File: config.mk
export PLATFORM = sky130hd
export DESIGN_NAME = ula_flag_gen_flat
export DESIGN_NICKNAME = d
export VERILOG_FILES = /design/src/rtl/ula_flag_gen_pkg.sv /design/src/rtl/ula_flag_gen_if.sv /design/src/rtl/ula_flag_gen_sub_bit.sv /design/src/rtl/ula_flag_gen.sv /design/src/flat_wrapper.sv
export SDC_FILE = /design/constraint.sdc
export NUM_CORES = 1
export LEC_CHECK = 0
export ABC_AREA = 1
export CAP_MARGIN = 20
export CORE_MARGIN = 2
export CORE_UTILIZATION = 40
export DETAILED_ROUTE_END_ITERATION = 16
export HOLD_SLACK_MARGIN = 0.15
export PLACE_DENSITY = 0.66
export SETUP_SLACK_MARGIN = 0.1
export SLEW_MARGIN = 20
export SYNTH_ARGS = -nofsm -noshare
export SYNTH_HDL_FRONTEND = slang
export SYNTH_SLANG_ARGS = --single-unit
export TNS_END_PERCENT = 100
File: constraint.sdc
create_clock -name clk -period 1.45 [get_ports clk]
set_input_delay 0.3625 -clock clk [delete_from_list [all_inputs] [get_ports clk]]
set_output_delay 0.3625 -clock clk [all_outputs]
set_load 0.02 [all_outputs]
File: src/rtl/ula_flag_gen_pkg.sv
// ula_pkg: types and constants shared by the ula_flag_gen block.
//   ULA_WIDTH : default operand width.
//   state_e   : sequencer states (IDLE, SHIFT, DONE).
//   flags_t   : registered flag bundle {zero, sign, carry, overflow}.
package ula_pkg;

    localparam int ULA_WIDTH = 8;

    typedef enum logic [1:0] {
        IDLE  = 2'd0,
        SHIFT = 2'd1,
        DONE  = 2'd2
    } state_e;

    typedef struct packed {
        logic zero;
        logic sign;
        logic carry;
        logic overflow;
    } flags_t;

endpackage

File: src/rtl/ula_flag_gen_if.sv
// ula_flag_gen_if: operand request handshake and flag result handshake.
//   master : requester side (drives operands and flags_ready).
//   slave  : flag generator side (drives req_ready, flags_valid and flags).
// Optional macro ULA_FLAGS_SIGNED_EN adds the signed_mode request field.
interface ula_flag_gen_if import ula_pkg::*; #(
    parameter int WIDTH = ULA_WIDTH
);
    logic             req_valid;
    logic             req_ready;
    logic [WIDTH-1:0] op_a;
    logic [WIDTH-1:0] op_b;
`ifdef ULA_FLAGS_SIGNED_EN
    logic             signed_mode;
`endif
    logic             flags_valid;
    logic             flags_ready;
    logic             zero_flag;
    logic             sign_flag;
    logic             carry_flag;
    logic             overflow_flag;

`ifdef ULA_FLAGS_SIGNED_EN
    modport master (
        output req_valid, op_a, op_b, signed_mode, flags_ready,
        input  req_ready, flags_valid, zero_flag, sign_flag, carry_flag, overflow_flag
    );
    modport slave (
        input  req_valid, op_a, op_b, signed_mode, flags_ready,
        output req_ready, flags_valid, zero_flag, sign_flag, carry_flag, overflow_flag
    );
`else
    modport master (
        output req_valid, op_a, op_b, flags_ready,
        input  req_ready, flags_valid, zero_flag, sign_flag, carry_flag, overflow_flag
    );
    modport slave (
        input  req_valid, op_a, op_b, flags_ready,
        output req_ready, flags_valid, zero_flag, sign_flag, carry_flag, overflow_flag
    );
`endif

endinterface

File: src/rtl/ula_flag_gen_sub_bit.sv
// ula_sub_bit: combinational 1-bit subtractor cell computing a + ~b + c_in.
//   a, b  : operand bits.
//   c_in  : incoming carry (1 = no borrow so far).
//   d     : difference bit.
//   c_out : outgoing carry.
module ula_sub_bit (
    input  logic a,
    input  logic b,
    input  logic c_in,
    output logic d,
    output logic c_out
);
    logic nb;

    assign nb    = ~b;
    assign d     = a ^ nb ^ c_in;
    assign c_out = (a & nb) | (a & c_in) | (nb & c_in);

endmodule

File: src/rtl/ula_flag_gen.sv
// ula_flag_gen: bit-serial subtractor producing zero/sign/carry/overflow flags.
//   clk, rst_n : clock and asynchronous active-low reset.
//   bus        : ula_flag_gen_if slave modport (operand request, flag result).
// Optional macro ULA_FLAGS_SIGNED_EN: enables signed_mode and overflow_flag;
// without it the compare is unsigned only and overflow_flag is tied to 0.
//
// state | meaning
// IDLE  | req_ready high, waiting for operands
// SHIFT | one operand bit subtracted per cycle, LSB first
// DONE  | flags_valid high until flags_ready
module ula_flag_gen import ula_pkg::*; #(
    parameter int WIDTH = ULA_WIDTH
) (
    input logic           clk,
    input logic           rst_n,
    ula_flag_gen_if.slave bus
);
    localparam int CW = $clog2(WIDTH);

    localparam logic [1:0] S_IDLE  = IDLE;
    localparam logic [1:0] S_SHIFT = SHIFT;
    localparam logic [1:0] S_DONE  = DONE;

    logic [1:0]       state_q;
    logic [WIDTH-1:0] a_sr;
    logic [WIDTH-1:0] b_sr;
    logic [CW-1:0]    cnt_q;
    logic             c_q;
    logic             diff_or_q;
    flags_t           flags_q;
    flags_t           flags_next;
    logic             d;
    logic             c_next;
    logic             last_bit;
`ifdef ULA_FLAGS_SIGNED_EN
    logic             smode_q;
    logic             ovf;
`endif

    ula_sub_bit u_sub_bit (
        .a     (a_sr[0]),
        .b     (b_sr[0]),
        .c_in  (c_q),
        .d     (d),
        .c_out (c_next)
    );

    assign last_bit = (cnt_q == CW'(WIDTH - 1));

`ifdef ULA_FLAGS_SIGNED_EN
    // On the last bit a_sr[0]/b_sr[0] are the operand MSBs and d is the result MSB.
    assign ovf = (a_sr[0] ^ b_sr[0]) & (d ^ a_sr[0]);
`endif

    always_comb begin
        flags_next.zero  = ~(diff_or_q | d);
        flags_next.carry = c_next;
`ifdef ULA_FLAGS_SIGNED_EN
        flags_next.overflow = ovf;
        flags_next.sign     = smode_q ? (d ^ ovf) : ~c_next;
`else
        flags_next.overflow = 1'b0;
        flags_next.sign     = ~c_next;
`endif
    end

    always_ff @(posedge clk or negedge rst_n) begin
        if (!rst_n) begin
            state_q   <= S_IDLE;
            a_sr      <= '0;
            b_sr      <= '0;
            cnt_q     <= '0;
            c_q       <= 1'b1;
            diff_or_q <= 1'b0;
            flags_q   <= '0;
`ifdef ULA_FLAGS_SIGNED_EN
            smode_q   <= 1'b0;
`endif
        end else begin
            case (state_q)
                S_IDLE: begin
                    if (bus.req_valid) begin
                        a_sr      <= bus.op_a;
                        b_sr      <= bus.op_b;
`ifdef ULA_FLAGS_SIGNED_EN
                        smode_q   <= bus.signed_mode;
`endif
                        cnt_q     <= '0;
                        c_q       <= 1'b1;
                        diff_or_q <= 1'b0;
                        state_q   <= S_SHIFT;
                    end
                end
                S_SHIFT: begin
                    c_q       <= c_next;
                    diff_or_q <= diff_or_q | d;
                    a_sr      <= {1'b0, a_sr[WIDTH-1:1]};
                    b_sr      <= {1'b0, b_sr[WIDTH-1:1]};
                    cnt_q     <= cnt_q + CW'(1);
                    if (last_bit) begin
                        flags_q <= flags_next;
                        state_q <= S_DONE;
                    end
                end
                S_DONE: begin
                    if (bus.flags_ready) begin
                        state_q <= S_IDLE;
                    end
                end
                default: state_q <= S_IDLE;
            endcase
        end
    end

    assign bus.req_ready     = (state_q == S_IDLE);
    assign bus.flags_valid   = (state_q == S_DONE);
    assign bus.zero_flag     = flags_q.zero;
    assign bus.sign_flag     = flags_q.sign;
    assign bus.carry_flag    = flags_q.carry;
    assign bus.overflow_flag = flags_q.overflow;

endmodule

File: src/flat_wrapper.sv
// flat-port wrapper written by rule: the top's interface ports become plain ports
module ula_flag_gen_flat import ula_pkg::*;
#(
    parameter int WIDTH = ULA_WIDTH
)
  (clk, rst_n, bus_req_valid, bus_op_a, bus_op_b, bus_flags_ready, bus_req_ready, bus_flags_valid, bus_zero_flag, bus_sign_flag, bus_carry_flag, bus_overflow_flag);
  ula_flag_gen_if #(.WIDTH(WIDTH)) bus_i ();
  input logic clk;
  input logic rst_n;
  input wire logic [$bits(bus_i.req_valid)-1:0] bus_req_valid;
  input wire logic [$bits(bus_i.op_a)-1:0] bus_op_a;
  input wire logic [$bits(bus_i.op_b)-1:0] bus_op_b;
  input wire logic [$bits(bus_i.flags_ready)-1:0] bus_flags_ready;
  output wire logic [$bits(bus_i.req_ready)-1:0] bus_req_ready;
  output wire logic [$bits(bus_i.flags_valid)-1:0] bus_flags_valid;
  output wire logic [$bits(bus_i.zero_flag)-1:0] bus_zero_flag;
  output wire logic [$bits(bus_i.sign_flag)-1:0] bus_sign_flag;
  output wire logic [$bits(bus_i.carry_flag)-1:0] bus_carry_flag;
  output wire logic [$bits(bus_i.overflow_flag)-1:0] bus_overflow_flag;
  assign bus_i.req_valid = bus_req_valid;
  assign bus_i.op_a = bus_op_a;
  assign bus_i.op_b = bus_op_b;
  assign bus_i.flags_ready = bus_flags_ready;
  assign bus_req_ready = bus_i.req_ready;
  assign bus_flags_valid = bus_i.flags_valid;
  assign bus_zero_flag = bus_i.zero_flag;
  assign bus_sign_flag = bus_i.sign_flag;
  assign bus_carry_flag = bus_i.carry_flag;
  assign bus_overflow_flag = bus_i.overflow_flag;
  ula_flag_gen #(.WIDTH(WIDTH)) u_core (.clk(clk), .rst_n(rst_n), .bus(bus_i));
endmodule
==> results by stage, run 1 <==
Global route:
- The wire length of the first global-routing pass is 5.28 mm.
- The number of global-route vias before repair came to 1229.
- The global routing stage identified its most utilized layer as met2.
- The global-route track usage on met1 is 21.0%.
- The residual overflow from global routing is 0.
- For this run, the total global-route usage over all layers was measured as between 10% and 20%.
- The met3 track utilization from global routing is 2.36%.
- The global-route track usage on met2 is 28.3%.
- The initial antenna violation count is 0.
- The pin count of the biggest net entering global routing is 30.

Placement:
- Before CTS, the worst setup slack after placement is -57.5 ps.
- Port buffering added 24 buffers.
- The wire-length estimate of the detail-placed layout is 2.00 mm.
- The placer's final routability congestion estimate is 0.765.
- The cell count after placement is roughly 240.

CTS:
- The number of clock buffers inserted by TritonCTS is 3.
- TritonCTS built the clock tree.
- The number of clock sinks is 26.
- The root cell of the clock tree is clkbuf_4.
- The longest clock path from root to sink contains 2 buffers.
- The insertion delay to the later sink of the worst-skew pair is approximately 330 ps.
- The clock edge transition at the registers on the reported setup and hold paths is 150 ps.
- In this run the number of H-tree levels came out at 1.

Synth:
- Counting distinct cell types in the post-synthesis netlist gives 23.
- After synthesis, the share of cell area in mux cells is 0%.
- After synthesis, the largest family of logic cells by area is simple AND/OR/NAND/NOR gates.
- The synthesized netlist occupies a cell area of around 0.0014 mm2.
- After technology mapping, the gate count stands at 166.
- Sequential cells were found to cover approximately half of the synthesized design area.
- The number of nets in the synthesized netlist is approximately 190.
- Of the total synthesized cell area, the portion taken by full adders, half adders and majority gates is 3.33%.
- The area fraction in compound gates after synthesis is 2.77%.
- The synthesized netlist devotes 33.8% of its cell area to simple gates.
- Summing the areas of all xor and xnor instances in the mapped netlist gives 0% of the synthesized area.
- After synthesis the netlist holds a flip-flop and latch count of 26.
- The synthesis warning total is 0.
- A synthesized cell averages just over 8 um2.

STA:
- The final number of hold-violating endpoints is 0.
- The maximum clock frequency is about 700 MHz.
- The worst path uses 98.8% of the clock period.
- Adding up every negative setup slack in the final design gives 0 ps.
- Clock skew on the completed layout was measured at 5.35 ps.
- The final number of max-transition violations was 0.
- The worst setup slack after layout is ~18 ps.
- Setup repair after global routing could not meet its margin everywhere.
- After layout, the minimum clock period comes to roughly 1400 ps.
- The total setup violations reported at the end of the flow is 0.
- The tightest hold path in the finished design has a slack of approximately 370 ps.

Finish:
- For this run, the number of standard cells in the final layout without fillers is between 200 and 250.
- The synthesis-to-finish area growth is 37.6%.
- The number of inserted filler cells in the final layout is 312.
- The area of combinational cells with multiple inputs is 589 um2.
- The commonest non-fill, non-tap cell in the layout is nand3_1.
- Cells fill between 50% and 60% of the core in the end.
- The net count of the finished layout is 225.
- Of the cells placed in the final design, the portion with a size suffix greater than 1 is approximately a fifth.
- The register area is 652 um2.
- Leaving out fill and tap cells, the most frequent cells in the layout are 42 x nand3_1, 37 x nand2_1, 25 x dfrtp_1.
- The count of inserted antenna diode cells is 0.

Setup path:
- The worst register-to-register path ends at u_core.diff_or_q.
- The critical path arrival is 1070 ps.
- STA puts the critical path data required time at 1090 ps.
- The worst setup path is captured at an output port.
- The kind of start point of the critical path is a flip-flop.
- The endpoint of the most critical setup path is bus_req_ready.
- The first element of the critical path is u_core.state_q[1].
- The critical path goes through nor2_1 -> buf_4.
- The slowest stage cell on the critical path is dfrtp_1.
- In this run the worst path has a maximum fanout of 3.
- The critical path is of the reg -> out type.
- The worst register-to-register path has a depth of 4.
- The maximum cell stage delay along the critical path is approximately 450 ps.
- In this run the critical register-to-register path is launched from u_core.c_q.
- The register-to-register setup slack is about 40 ps.

Floorplan:
- Measured along the x axis, the die boundary spans between 60 and 70 um.
- The cell row count is 21.
- The starting density of the core is 41.2%.
- The floorplan die height is 62.2 um.
- The area of the placeable core is 0.00328 mm2.
- Pin placement for this block handled 26 I/O pins.
- The die area is 0.00387 mm2.

Routing:
- The count of nets left with antenna violations once routing finished came out at 0.
- The aggregate routed wire length is 3.06 mm.
- Before antenna repair, the detailed router went through 6 iterations.
- The total number of vias is 1206.
- The number of DRC violations after detailed routing is 0.
- The count of routing violations after the opening detailed-route iteration is 57.
- After detailed routing, the average wire length per cell comes to 12.4 um.
- Using the TritonRoute via totals, the vias-per-cell ratio works out to 4.88.

Pwr:
- Summed over all cells, the static leakage comes to 0.000953 uW.
- VDD sags by at most 707 uV.
- For this design the ratio of total power to cell area is 1950 mW/mm2.

Run status:
- The flow ran to the end, and the final reports show no timing, DRC or antenna violations.

Job:
- The tool flagged a number of max-cap violations equal to 0.

Hold path:
- The worst hold path class is in -> async.
-- Yosys cell counts --
cell	instances	share of area, %
nand3_1	42	16
nand2_1	39	11
dfrtp_1	25	46
inv_1	22	6.1
nor2_1	7	1.9
buf_2	4	1.5
nand4_1	4	1.8
buf_4	3	1.7
o21ai_0	3	1.1
buf_6	2	1.7
ha_1	2	1.8
nand2_2	2	0.92
a21oi_2	1	0.65
clkbuf_1	1	0.28
conb_1	1	0.28
dfstp_2	1	1.9
fa_1	1	1.5
inv_4	1	0.46
nand2_4	1	0.83
nor2_8	1	1.5
o22ai_1	1	0.46
o31ai_1	1	0.55
or2_2	1	0.46
-- through the flow --
step | area [um2] | power [uW]
6_report | 1860 | 3640
5_1_grt | 1860 | 3980
4_1_cts | 1750 | 3330
3_5_place_dp | 1680 | 2860
3_3_place_gp | 1680 | 2790
2_1_floorplan | 1360 | 2420
-- final cells by class --
| class | count | share of cell area (%) |
|---|---|---|
| well taps | 46 | 3.09 |
| repair buffers | 41 | 23.4 |
| flip-flops and latches | 26 | 35.0 |
| clock buffers | 4 | 1.95 |
| inverters | 23 | 4.97 |
| multi-input cells | 107 | 31.6 |
-- sequential cells by signal (all words and copies together), names as in the netlist --
signal                 cells
u_core.a_sr                8
u_core.b_sr                8
u_core.cnt_q               3
u_core.state_q             2
u_core.bus.carry_flag      1
u_core.bus.sign_flag       1
u_core.bus.zero_flag       1
u_core.c_q                 1
u_core.diff_or_q           1
-- cells by family (layout without fill, tap and decap cells) --
| kind of cell | after synthesis | count (layout) |
|---|---|---|
| buf+inv | 33 | 68 |
| simple gates | 97 | 97 |
| other cells | 1 | 1 |
| fa+ha+maj | 3 | 3 |
| compound gates | 6 | 6 |
| flops | 26 | 26 |
-- routing by layer --
layer	wire length, um	vias up
met5	0	-
met4	65	0
met3	84	7
met2	1490	25
met1	1420	573
li1	-	601
-- repair_timing --
action / CTS / global route
hold buffers: 0 / 0
setup endpoints to repair: 15 / 27
gates resized for setup: 28 / 15
setup buffers: 4 / 1
cloned: 0 / 2
pin swaps: 1 / 0
-- power breakdown --
part	internal (uW)	switching (uW)	total [uW]
clock network	154	226	380
logic	960	1040	2000
registers	1060	197	1250
total	2170	1470	3640
-- worst min path at each step --
stage,from,endpoint,slack (ps),cells after the start
2_1_floorplan,rst_n,u_core.a_sr[0],70,0
3_3_place_gp,u_core.bus.carry_flag,u_core.bus.carry_flag,460,2
3_5_place_dp,u_core.bus.carry_flag,u_core.bus.carry_flag,480,2
4_1_cts,rst_n,u_core.bus.sign_flag,370,2
5_1_grt,rst_n,u_core.bus.sign_flag,360,2
6_report,rst_n,u_core.bus.sign_flag,370,2
-- worst max-delay path: cells and delay by family (launching register included) --
kind | cells | cell delay (ps)
buf+inv | 1 | 160
simple gates | 1 | 140
flops | 1 | 450
No activity file was read; power rests on OpenSTA's default activity.
==> run 2, diff against run 1 <==
--- a/config.mk
+++ b/config.mk
@@ -8,13 +8,15 @@
 export ABC_AREA = 1
 export CAP_MARGIN = 20
 export CORE_MARGIN = 2
-export CORE_UTILIZATION = 40
+export CORE_UTILIZATION = 46
 export DETAILED_ROUTE_END_ITERATION = 16
+export GPL_ROUTABILITY_DRIVEN = 0
 export HOLD_SLACK_MARGIN = 0.15
-export PLACE_DENSITY = 0.66
+export PLACE_DENSITY = 0.74
 export SETUP_SLACK_MARGIN = 0.1
 export SLEW_MARGIN = 20
 export SYNTH_ARGS = -nofsm -noshare
 export SYNTH_HDL_FRONTEND = slang
+export SYNTH_HIERARCHICAL = 1
 export SYNTH_SLANG_ARGS = --single-unit
 export TNS_END_PERCENT = 100
==> results by stage, run 2 <==
Run status:
- The flow ran to the end, but the final reports show violations.
- The final reports fail on setup timing.

Synth:
- Summing the areas of all fa, ha and maj instances in the mapped netlist gives under 10% of the synthesized area.
- Synthesis produced a netlist whose cell count is 159.
- The area fraction of the dominant cell type after synthesis is 46.9%.
- By area the synthesized netlist is led by dfrtp_1 47%, nand3_1 15%, nand2_1 10%, inv_1 5.1%, clkbuf_8 3.1%.
- Yosys printed 6 warnings.
- By count the netlist is led by 41 x nand3_1, 36 x nand2_1, 25 x dfrtp_1, 18 x inv_1, 7 x nor2_1.
- The simple-gate area share of the yosys netlist is between 30% and 40%.
- The share of flip-flops with an asynchronous set or reset after synthesis is 100%.
- The synthesized-area fraction occupied by xor and xnor cells is 0%.
- Counting flops and latches in the post-synthesis netlist gives 26.
- The main combinational cell family by area after synthesis is simple AND/OR/NAND/NOR gates.
- Summing the areas of all compound-gate instances in the mapped netlist gives 2.53% of the synthesized area.
- Counting flops with a built-in enable in the synthesized netlist gives 0.
- Counting distinct cell types in the post-synthesis netlist gives 24.
- The largest total area in the synthesized netlist belongs to dfrtp_1.
- After synthesis, the share of cell area in mux cells is 0%.
- In this run the cell area of the synthesized design comes to 0.00133 mm2.
- The most used flip-flop cell after synthesis is dfrtp_1.
- After synthesis, flip-flops and latches occupy 48.9% of the total area.
- The synthesized area per cell is 8.39 um2.
- The number of nets handed over by synthesis was 182.
- Among all cell types in the netlist, the one instantiated most often is nand3_1.

Routing:
- The number of DRC violations after detailed routing is 0.
- The pre-antenna-repair detailed-routing pass consisted of 4 iterations.
- In this run the remaining antenna-violating nets after routing total 0.
- Detailed routing inserted a total of around 1.2k vias.
- Dividing the detail-routed via count by the number of cells gives 5.28.
- The count of routing violations after the opening detailed-route iteration is 40.
- The aggregate routed wire length is just under 3 mm.
- The average detailed-routed wire length per instance is 12.8 um.

CTS:
- The clock tree from TritonCTS is done.
- In this run the number of H-tree levels came out at 1.
- The number of clock buffers inserted by TritonCTS is 3.
- The root cell of the clock tree is clkbuf_4.
- Counting along the longest clock path gives a buffer depth of 2.
- Clock latency on the worst-skew pair, taken at its later pin, is around 320 ps.
- Clock-pin slew was measured on the worst setup and hold paths at 130 ps.
- The tree built by TritonCTS fans out to 26 sinks.
- In this run, post-CTS hold repair placed 0 buffers.

Pwr:
- The overall power of the completed layout is 3320 uW.
- In this run the power density over the cells is roughly 1900 mW/mm2.
- The leakage power total is 0.000895 uW.
- The worst-case IR drop observed on VDD is 1440 uV.

Setup path:
- The largest fanout on the critical path is 2.
- The critical path goes through inv_2 -> fa_1 -> inv_1 -> or2_4 -> nand2_2 -> nand2_1.
- The critical path arrival is approximately 1800 ps.
- The category of the critical setup timing path is reg -> reg.
- In this design, the stage delay of the slowest critical-path cell is 560 ps.
- The data required time of the worst path is 1680 ps.
- The kind of end point of the critical path is a flip-flop.
- The register-to-register setup slack is -90 ps.
- The slowest stage cell on the critical path is dfstp_2.
- STA classifies the critical path startpoint as a flip-flop.

Floorplan:
- Row generation in the floorplan step produced 19 rows.
- The floorplan die height is 57.8 um.
- The floorplan step set the die width to 57.8 um.
- The die area is 0.00335 mm2.
- The area of the placeable core is 0.00276 mm2.
- The number of I/O pins is 26.
- For this configuration, the core starts out at a cell density of 48.4%.

Global route:
- The total routing resource utilization after global routing is 18.8%.
- The residual overflow from global routing is 0.
- The initial antenna violation count was 0.
- The number of global-route vias before repair is 1200.
- The wire length of the first global-routing pass is between 4 and 5 mm.
- The pin count of the biggest net entering global routing is 18.

STA:
- The final critical-path share of the clock period is 106%.
- Based on the critical path, the design can be clocked at up to 648 MHz.
- Setup repair after global routing could not meet its margin everywhere.
- The clock arrives with 0.851 ps of skew.
- The final number of max-transition violations is 0.
- The final number of hold-violating endpoints is 0.
- The routed design could run at a clock period as short as 1540 ps.
- The total setup violations reported at the end of the flow is 2.
- Across all setup checks in the final design, the least slack found is -92.8 ps.

Job:
- Max-cap violations in this run came to 0.

Finish:
- The area growth from synthesis to layout is 30.1%.
- Cells fill 62.9% of the core in the end.
- The number of inserted filler cells in the final layout is 239.
- The share of post-route cells with drive strength above 1 is approximately a fifth.
- The net total in the final layout is 219.
- In the layout the commonest cells are 41 x nand3_1, 34 x nand2_1, 24 x dfrtp_1.
- The largest registers in the layout are u_core/a_sr: 8 flops, u_core/b_sr: 8 flops, u_core/cnt_q: 3 flops.
- The repair_antennas step left the layout with diodes totalling 0.
- The commonest non-fill, non-tap cell in the layout is nand3_1.

Placement:
- The estimated wirelength of the detail-placed design is 2.16 mm.
- Buffers placed on the I/O ports in this run total 24.
- Before CTS, the worst setup slack after placement is -90.9 ps.

Hold path:
- The path class of the tightest hold or removal check is in -> async.
-- run 2: layout make-up --
class	instances	area, um2	share of cell area (%)
well taps	31	38.8	2.24
clock buffers	4	36.3	2.09
inverters	20	75.1	4.33
repair buffers	41	393	22.6
flip-flops and latches	26	653	37.6
multi-input cells	104	539	31.1
-- run 2: path summary, 6_finish.rpt --
kind | start | end | depth (start not counted)
setup / recovery | u_core/c_q | u_core/diff_or_q | 6
min in group clk | u_core/cnt_q[0] | u_core/cnt_q[0] | 1
setup reg to reg | u_core/c_q | u_core/diff_or_q | 6
hold / removal | rst_n | u_core/a_sr[3] | 1
max in group asynchronous | rst_n | u_core/state_q[0] | 2
hold reg to reg | u_core/cnt_q[0] | u_core/cnt_q[0] | 1
-- run 2: worst max-delay path: cells and delay by family (launching register included) --
family        cells  cell delay, ps
fa+ha+maj         1             480
simple gates      3             330
flops             1             560
buf+inv           2              80
-- run 2: logic make-up (layout without fill, tap and decap cells) --
group / count (synthesis) / count (layout)
other: 1 / 1
buffers and inverters: 29 / 65
adder cells (fa/ha/maj): 3 / 3
AO/OA/AOI/OAI: 6 / 6
flip-flops: 26 / 26
AND/OR/NAND/NOR: 94 / 94
-- run 2: through the flow --
step | hold slack [ps] | TNS [ps] | instance area, um2 | instances
floorplan | 66.9 | -47.7 | 1340 | 159
global placement | 459 | -181 | 1630 | 217
detailed placement | 471 | -327 | 1630 | 217
CTS | 224 | -200 | 1680 | 222
global route | 229 | -314 | 1740 | 226
finish | 225 | -182 | 1740 | 226
-- run 2: power breakdown --
group / switching (uW) / internal [uW] / leakage [uW]
clock network: 209 / 154 / 0.0000210
logic: 936 / 771 / 0.000553
registers: 189 / 1060 / 0.000321
total: 1340 / 1980 / 0.000895
-- run 2: layer usage --
metal	global-route usage (%)	wire length, um
met1	22.5	1230
met2	32.6	1480
met3	4.69	142
met4	7.31	48
met5	0	0
-- run 2: what timing repair did --
item | CTS | global route
resized for setup | 24 | 12
buffers inserted | 1 | 4
pin swaps | 2 | 4
setup endpoints to repair | 7 | 19
==> run 3, diff against run 2 <==
--- a/config.mk
+++ b/config.mk
@@ -8,11 +8,12 @@
 export ABC_AREA = 1
 export CAP_MARGIN = 20
 export CORE_MARGIN = 2
-export CORE_UTILIZATION = 46
+export CORE_UTILIZATION = 48
+export CTS_BUF_LIST = sky130_fd_sc_hd__clkbuf_8
 export DETAILED_ROUTE_END_ITERATION = 16
 export GPL_ROUTABILITY_DRIVEN = 0
 export HOLD_SLACK_MARGIN = 0.15
-export PLACE_DENSITY = 0.74
+export PLACE_DENSITY = 0.77
 export SETUP_SLACK_MARGIN = 0.1
 export SLEW_MARGIN = 20
 export SYNTH_ARGS = -nofsm -noshare
==> results by stage, run 3 (synthesized netlist as in run 2, its figures left out) <==
Finish:
- The repair_antennas step left the layout with diodes totalling 0.
- Once layout is complete, the cells apart from fillers number 220.
- The number of inserted filler cells in the final layout is about 220.
- The commonest non-fill, non-tap cell in the layout is nand3_1.
- The share of post-route cells with drive strength above 1 is approximately 16%.
- In the final layout, the registers with the most flip-flops are u_core/a_sr: 8 flops, u_core/b_sr: 8 flops, u_core/cnt_q: 3 flops.
- Compared with the post-synthesis result, the final layout area differs by 31.6%.
- In the final design database the tool counted 213 nets.
- In the layout the commonest cells are 41 x nand3_1, 34 x nand2_1, 24 x dfrtp_1.
- Once layout is complete, the utilization of the core stands at 65.3%.

Routing:
- In this run, the number of DRC markers left after iteration 0 of detailed routing was 28.
- In the final routed layout, each cell accounts on average for between 10 and 15 um.
- For this run, design rule violations remaining after detail routing come to 0.
- The mean number of vias per cell is between 5 and 6.
- The aggregate routed wire length is around 2.8 mm.
- The count of nets left with antenna violations once routing finished came out at 0.
- The total number of vias is 1158.
- The detailed-routing iteration count for the pre-antenna-repair pass is 6.

Pwr:
- Net switching is approximately two fifths of the power.
- The part of the total power dissipated in sequential elements is 37.3%.
- Across the VDD grid, the largest voltage drop is 1030 uV.
- The clock network is responsible for between 10% and 20% of the overall power.
- The net switching power figure is between 1000 and 1500 uW.
- The internal cell power is slightly above 2000 uW.
- The combinational group share of total power is ~50%.
- The analysis attributes to cell leakage a power of 0.000882 uW.
- Power spread over the standard cell area amounts to 1930 mW/mm2.

Floorplan:
- The die is 56.7 um tall.
- The cell row count is 19.
- The die area is around 0.0032 mm2.
- The x dimension of the die is 56.7 um.
- The total area inside the core boundary comes to 0.00269 mm2.
- For this design the top-level I/O count stands at 26.
- The starting density of the core is approximately 50%.

Placement:
- The estimated wirelength of the detail-placed design is 1.94 mm.
- The cell count after placement is 213.
- The worst slack after detailed placement is -175 ps.
- The number of input and output port buffers inserted is 24.

STA:
- The final number of max-transition violations came to 0.
- The worst hold slack across all endpoints is around 440 ps.
- The final critical-path share of the clock period is 105%.
- The worst setup slack after layout is -72.2 ps.
- The final worst clock skew is between 5 and 6 ps.
- The final number of hold-violating endpoints is 0.
- Setup repair after global routing could not meet its margin everywhere.
- Setup violations remaining at the end of the flow were counted as 2.
- The routed design could run at a clock period as short as 1520 ps.
- The maximum clock frequency is 657 MHz.

Setup path:
- Traced cell by cell, the critical path runs through inv_2 -> fa_1 -> inv_1 -> or2_4 -> nand2_2 -> nand2_1.
- The kind of end point of the critical path is a flip-flop.
- The worst setup path is launched from a flip-flop.
- The length in cells of the worst reg-to-reg path is 6.
- The category of the critical setup timing path is reg -> reg.
- The maximum cell stage delay along the critical path is 540 ps.
- The largest fanout on the critical path is 2.
- For the worst setup path, the data required time is 1610 ps.
- Among all stages on the critical path, the largest delay is contributed by dfstp_2.
- STA puts the critical path data arrival time at 1680 ps.

CTS:
- The tree is rooted in a clkbuf_8.
- The maximum level of the CTS H-tree is 1.
- The number of hold buffers added after CTS was 0.
- The number of clock buffers added by TritonCTS is 3.
- TritonCTS built the clock tree.
- The longest clock path from root to sink contains 2 buffers.
- The clock net in this run drives a total of 26 sinks.
- The insertion delay to the later sink of the worst-skew pair is ~260 ps.
- The clock edge transition at the registers on the reported setup and hold paths is ~90 ps.

Run status:
- The checks that failed: setup timing.
- The run finished, with violations left.

Global route:
- The total routing resource utilization after global routing is 18.8%.
- The first global-routing pass estimated between 4 and 5 mm of wire.
- The initial antenna violation count is 0.
- The pin count of the biggest net entering global routing is 27.
- Global routing finished with a remaining overflow of 0.
- The number of global-route vias before repair came to 1123.

Hold path:
- The worst hold path class is in -> async.

Job:
- The number of max-capacitance violations reported is 0.
-- run 3: worst max-delay path: cells and delay by family (launching register included) --
family | cells | cell delay, ps
adder cells (fa/ha/maj) | 1 | 470
AND/OR/NAND/NOR | 3 | 330
buffers and inverters | 2 | 70
flip-flops | 1 | 540
-- run 3: final cells by class --
cell class | instances | area, um2 | share of cell area [%]
Clock buffer | 4 | 55.1 | 3.14
Tap cell | 31 | 38.8 | 2.21
Sequential cell | 26 | 653 | 37.2
Multi-Input combinational cell | 104 | 563 | 32.1
Inverter | 20 | 75.1 | 4.28
Timing Repair Buffer | 35 | 370 | 21.1
-- run 3: path summary, 6_finish.rpt --
| path | start | to | slack [ps] |
|---|---|---|---|
| worst max-delay path | u_core/c_q | u_core/diff_or_q | -70 |
| worst min-delay path | rst_n | u_core/a_sr[4] | 440 |
| worst max register to register | u_core/c_q | u_core/diff_or_q | -70 |
| worst min register to register | u_core/bus.carry_flag | u_core/bus.carry_flag | 480 |
| max in group asynchronous | rst_n | u_core/c_q | 780 |
| min in group clk | u_core/bus.carry_flag | u_core/bus.carry_flag | 480 |
-- run 3: through the flow --
| stage | setup TNS (ps) | instance area [um2] | total power, uW |
|---|---|---|---|
| floorplan | -47.7 | 1340 | 2330 |
| global placement | -335 | 1630 | 2710 |
| detailed placement | -400 | 1630 | 2790 |
| CTS | -179 | 1700 | 3270 |
| global route | -200 | 1760 | 3680 |
| finish | -103 | 1760 | 3390 |
-- run 3: what timing repair did --
item / in CTS / in global routing
endpoints found under the hold margin: 0 / 0
setup buffers: 2 / 1
pin swaps: 2 / 3
gates resized for setup: 12 / 18
setup endpoints to repair: 8 / 30
-- run 3: power groups by stage --
stage / registers [uW] / clock network [uW] / logic (uW)
final: 1260 / 464 / 1660
after global routing: 1300 / 501 / 1870
after CTS: 1250 / 478 / 1550
after detailed placement: 1260 / 0 / 1530
after global placement: 1240 / 0 / 1470
after floorplan: 1270 / 0 / 1060
-- run 3: per-layer routing --
layer | GRT usage, % | vias up | part of all wire [%]
met5 | 0 | - | 0
li1 | - | 573 | -
met3 | 2.30 | 2 | 3.3
met1 | 24.4 | 563 | 43
met4 | 3.06 | 0 | 0.47
met2 | 33.9 | 20 | 53
